==> config.mk <==
export PLATFORM = sky130hd
export DESIGN_NAME = debounce_edge
export DESIGN_NICKNAME = d
export VERILOG_FILES = /design/src/rtl/debounce_edge.sv
export SDC_FILE = /design/constraint.sdc
export NUM_CORES = 1
export LEC_CHECK = 0
export BUFFER_PORTS_ARGS = -buffer_cell sky130_fd_sc_hd__clkbuf_2
export CORE_AREA = 3 3 40 42
export CTS_CLUSTER_SIZE = 14
export DETAILED_ROUTE_END_ITERATION = 8
export DIE_AREA = 0 0 43 45
export GPL_TIMING_DRIVEN = 0
export SKIP_LAST_GASP = 1
export SLEW_MARGIN = 20
export SYNTH_ARGS = -nofsm -noshare
export SYNTH_HDL_FRONTEND = slang
export SYNTH_SLANG_ARGS = --single-unit
export TNS_END_PERCENT = 50
==> constraint.sdc <==
create_clock -name clk -period 1.6 [get_ports clk]
set_clock_uncertainty 0.1 [all_clocks]
set_input_delay 0 -clock clk [delete_from_list [all_inputs] [get_ports clk]]
set_output_delay 0 -clock clk [all_outputs]
set_load 0.02 [all_outputs]
==> src/rtl/debounce_edge.sv <==
// Two-flop resynchroniser followed by a four-state debounce FSM.
// Emits a clean level plus one-cycle rise/fall strobes.
module debounce_edge #(
  parameter int STABLE_CYCLES = 8,
  parameter int CNT_W         = 4
) (
  input  logic clk,
  input  logic rst,
  input  logic d,
  output logic q,
  output logic rise,
  output logic fall,
  output logic busy
);

  if (STABLE_CYCLES < 2 ||
      STABLE_CYCLES > (1 << CNT_W)) begin : g_bad_cfg
    $error("debounce_edge: STABLE_CYCLES out of range");
  end

  localparam logic [CNT_W-1:0] LAST =
    CNT_W'(STABLE_CYCLES - 1);
  localparam logic [CNT_W-1:0] ONE = CNT_W'(1);

  typedef enum logic [1:0] {
    IDLE_LO = 2'd0,
    WAIT_HI = 2'd1,
    IDLE_HI = 2'd2,
    WAIT_LO = 2'd3
  } state_t;

  state_t           state;
  state_t           state_nxt;
  logic             s1;
  logic             s2;
  logic             hi;
  logic [CNT_W-1:0] cnt;
  logic [CNT_W-1:0] cnt_nxt;
  logic             q_nxt;
  logic             rise_nxt;
  logic             fall_nxt;
  logic             busy_nxt;

  // Two-stage resynchroniser on the raw input
  always_ff @(posedge clk) begin
    if (rst) begin
      s1 <= 1'b0;
      s2 <= 1'b0;
    end else begin
      s1 <= d;
      s2 <= s1;
    end
  end

  // Clean 0/1 view of s2: anything but a definite 1 is low
  always_comb begin
    hi = 1'b0;
    if (s2) hi = 1'b1;
  end

  // State, counter and registered outputs
  always_ff @(posedge clk) begin
    if (rst) begin
      state <= IDLE_LO;
      cnt   <= '0;
      q     <= 1'b0;
      rise  <= 1'b0;
      fall  <= 1'b0;
      busy  <= 1'b0;
    end else begin
      state <= state_nxt;
      cnt   <= cnt_nxt;
      q     <= q_nxt;
      rise  <= rise_nxt;
      fall  <= fall_nxt;
      busy  <= busy_nxt;
    end
  end

  // Next state: qualify a new level, restart on any bounce
  always_comb begin
    state_nxt = state;
    cnt_nxt   = '0;
    case (state)
      IDLE_LO: begin
        if (hi) begin
          state_nxt = WAIT_HI;
          cnt_nxt   = ONE;
        end
      end
      WAIT_HI: begin
        if (!hi) begin
          state_nxt = IDLE_LO;
        end else if (cnt == LAST) begin
          state_nxt = IDLE_HI;
        end else begin
          cnt_nxt = cnt + ONE;
        end
      end
      IDLE_HI: begin
        if (!hi) begin
          state_nxt = WAIT_LO;
          cnt_nxt   = ONE;
        end
      end
      WAIT_LO: begin
        if (hi) begin
          state_nxt = IDLE_HI;
        end else if (cnt == LAST) begin
          state_nxt = IDLE_LO;
        end else begin
          cnt_nxt = cnt + ONE;
        end
      end
      default: begin
        state_nxt = IDLE_LO;
      end
    endcase
  end

  // Outputs derived from the transition being taken
  always_comb begin
    q_nxt    = (state_nxt == IDLE_HI) ||
               (state_nxt == WAIT_LO);
    rise_nxt = (state == WAIT_HI) &&
               (state_nxt == IDLE_HI);
    fall_nxt = (state == WAIT_LO) &&
               (state_nxt == IDLE_LO);
    busy_nxt = (state_nxt == WAIT_HI) ||
               (state_nxt == WAIT_LO);
  end

endmodule

-- Yosys cells after proc, flatten, opt, wreduce, memory -nomap -nowiden
Index checks and enable logic that the tools add are counted.
- equal/unequal tests: 7
- $add $sub $neg: 1
- multiplexer cells: 14
- reduce and logical (&&, ||, !) cells: 6
- operator list (cell ; number):
    4-bit case mux with 4 select lines ; 1
    2-bit two-way mux ; 6
    4-bit two-way mux ; 3
    2-bit equality test, second input constant ; 4
    2-bit case mux with 4 select lines ; 1
    4-bit by 1-bit adder with 4-bit output, second input constant ; 1
    2-bit by 1-bit equality test with 1-bit output, second input constant ; 2
    4-bit by 3-bit equality test with 1-bit output, second input constant ; 1
    2-bit logical NOT ; 2
    1-bit two-way mux ; 3
    1-bit logical AND ; 2
    1-bit logical OR ; 2
- input port bits: 3
- logic and storage cells: 36
- bits in registers: 12
- output and inout port bits: 4

-- Logic depth before layout (Yosys ltp)
- word-level depth: 6
- mapped depth: 4
- depth with buffers taken out: 4

-- Worst setup path before layout
Ideal clock, no wire load.
- path kind: reg2reg
- from: reg cnt[0]
- to: reg cnt[0]
- arrival: 1.107 ns
- clock period less this slack: 1.328 ns
- stages on the path, launching flop included: 5
- path slack: 0.272 ns
- path through: dfxtp_1 -> ha_1 -> nand4b_2 -> and3b_2 -> a21boi_4
- longest elaborated chain between the ends: 4
- elaborated cells on any way between the ends: 6
- those cells by class: add/sub: 1; eq/ne: 1; mux: 4
- ends and longest elaborated chain (what ; RTL line ; RTL):
    start: declaration ; 37 ; logic [CNT_W-1:0] cnt;
    start signal: assignment ; 72 ; cnt <= cnt_nxt;
    4-bit by 1-bit adder with 4-bit output / 4-bit by 3-bit equality test with 1-bit output (equally long branches) ; -- ;
    4-bit two-way mux * ; 94, 109 ;
    4-bit two-way mux, on equally long branches ; 107, 92 ;
    4-bit case mux with 4 select lines * ; 84 ; case (state)
Mark *: on every way between the ends. The rest lies on a longest branch, timed or not.
A chain may end at the register's enable or synchronous reset.

-- Final worst setup path
Ends and elaborated chain as after synthesis.

==> reports/results.txt <==
Synthesized flop and latch total = 12
WL/cell = 10.6 µm
I/O pins = 7
WP data arrival = 1.51 ns
Hold Buf Count CTS = 3
Crit. End Element = register
Synth Cell Area = 413 µm²
Antenna viol nets, final = 0
Number of cell rows = 13
Largest area contributor in the netlist = dfxtp_1
Post-synth EDFFs = 0
Layout area overhead = 27.9%
Flop2flop setup slack = 0.15 ns
Crit-path cells = ha_1 > nand4b_2 > and3b_2 > a21boi_4
GPL Wtd Cong = 0.615
Vias = 278
Final hold vios = 0
Most frequent cell after synthesis = dfxtp_1
I/O Buffers = 6
Max-slew violations = 0
Total Neg Setup Slack = 0 ns
Drt pass-1 iters = 2
Fin crit period = 1.45 ns
Yosys warning total = 0
Buffer and inverter count on the worst path = 0
Dpl cells = 55
Fmax = 0.688 GHz
Setup Viol. Count Final = 0
Gr usage total = 9.46%
WL final = 655 µm
Reg clk slew, reported paths = 0.07 ns
Worst-Margin Slew = 0.268 ns
Mapped Nets = 38
Leak = 0.252 nW
Gr ovfl total = 0
CTS Buf Count = 3
Share of the synthesized area in the top cell type = 58.2%
Longest Clk Path Bufs = 2
Die ar. = 1940 µm²
Die Span Y = 45 µm
Peak supply drop = 0.504 mV
Crit-path max cell delay = 0.41 ns
Number of vias per cell = 4.48
Placeable core area = 1280 µm²
Power per cell area = 1060 nW/µm²
Commonest cells post-synth = 12 x dfxtp_1, 6 x nor2_1
Relative slew margins = 81.9%
Iteration-0 DRC count of the detailed router = 2
Share of post-route cells with drive strength above 1 = 29.8%
Startpoint class of the critical path = register
Worst path required time = 1.66 ns
Reg-to-reg startpoint = cnt[0]
Crit Path Max Fanout = 5
Min-delay src = s1
Syn_area_per_cell = 12.1 µm²
Die Wd = 43 µm
CTS tree = built
Clock Tree Root = clkbuf_4
Dominant register cell in the synthesized netlist = dfxtp_1
Gate Count Post-Synth = 34
Max Cap Viol = 0
Setup repair bufs after CTS = 0
CTS H-Tree Depth = 1
CTS sink cnt = 12
Clock latency on the worst-skew pair = 0.27 ns
DP Wirelength = 462 µm
Worst Setup SP = cnt[0]
RSZ-0062 raised after global routing = false
Min-Delay Path Class = register to register
Antenna violations before repair = 0
Status = finished, final reports clean
DRC viols = 0
Setup Crit Path Kind = register to register
# resized after CTS = 0
Post-synthesis sequential area ratio = 58.2%
Ys async rst share = 0%
Netlist cell types = 14
Starting density of the core = 32.1%
First-pass GRT wire length = 1.21 mm
Dominant cells by area after synthesis = dfxtp_1 58%, nor2_1 5.5%, and3b_2 4.8%
Fin crit share = 90.8%
Final nets = 52
Non-Filler Instances = 62
Crit path max-delay family = simple AND/OR/NAND/NOR gates
Vias in the first global route = 278
Critical-path top delay cell = dfxtp_1
Antenna cells = 0
Pin count of the biggest net entering global routing = 10
## metal layers
metal | GRT usage, % | share of wire [%] | vias up
met2 | 12.9 | 43 | 10
met5 | 0 | 0 | -
met4 | 7.23 | 2.9 | 0
met3 | 7.97 | 12 | 5
li1 | - | - | 141
met1 | 9.31 | 42 | 122
## layout make-up
| cell class | instances | area (µm²) |
|---|---|---|
| multi-input cells | 21 | 169 |
| well taps | 15 | 18.8 |
| clock buffers | 4 | 36.3 |
| flip-flops and latches | 12 | 240 |
| repair buffers | 9 | 60.1 |
| inverters | 1 | 3.75 |
| fillers | 125 | 757 |
## path summary, 6_finish.rpt
path              cells after the start      to
setup reg to reg                      4  cnt[0]
setup / recovery                      4  cnt[0]
hold reg to reg                       1      s2
hold / removal                        1      s2
## sequential cells by signal (all words and copies together), names as in the netlist
register,cells
cnt,4
s1,1
rise,1
s2,1
q,1
busy,1
fall,1
state,2
## kinds of logic after synthesis
group / Yosys count / share of synthesized area (%)
and+or+nand+nor: 15 / 24.2
buffers and inverters: 1 / 0.908
DFF: 12 / 58.2
xor gates and xnor gates: 2 / 4.24
muxes: 2 / 4.85
adders and majority gates: 1 / 3.03
AOI/OAI and AO/OA: 1 / 4.55
## where the power goes
group	switching (mW)	internal [mW]	total, mW
logic	0.00712	0.0119	0.0191
registers	0.00339	0.303	0.306
clock network	0.0951	0.138	0.233
## stage by stage
stage / hold slack (ns) / util, % / setup WS [ns] / total power [mW] / instance area (µm²)
after floorplan: -0.0284 / - / 0.272 / 0.320 / 413
after global placement: 0.116 / 35.9 / 0.165 / 0.326 / 462
after detailed placement: 0.122 / 35.9 / 0.142 / 0.327 / 462
after CTS: 0.348 / 41.1 / 0.129 / 0.572 / 528
after global routing: 0.361 / 41.1 / 0.0485 / 0.597 / 528
final: 0.340 / 41.1 / 0.147 / 0.559 / 528
## placed cells by master, fill, tap and decap left out, drive strengths merged
cell / n
dlygate4sd3: 3
dfxtp: 12
nand3b: 1
nand3: 1
clkbuf: 10
mux2i: 2
inv: 1
nor4b: 2
nor2b: 2
and3b: 2
nor2: 6
ha: 1
xor2: 1
a21boi: 1
nand4b: 1
xnor2: 1
(Power assumes the default switching activity.)
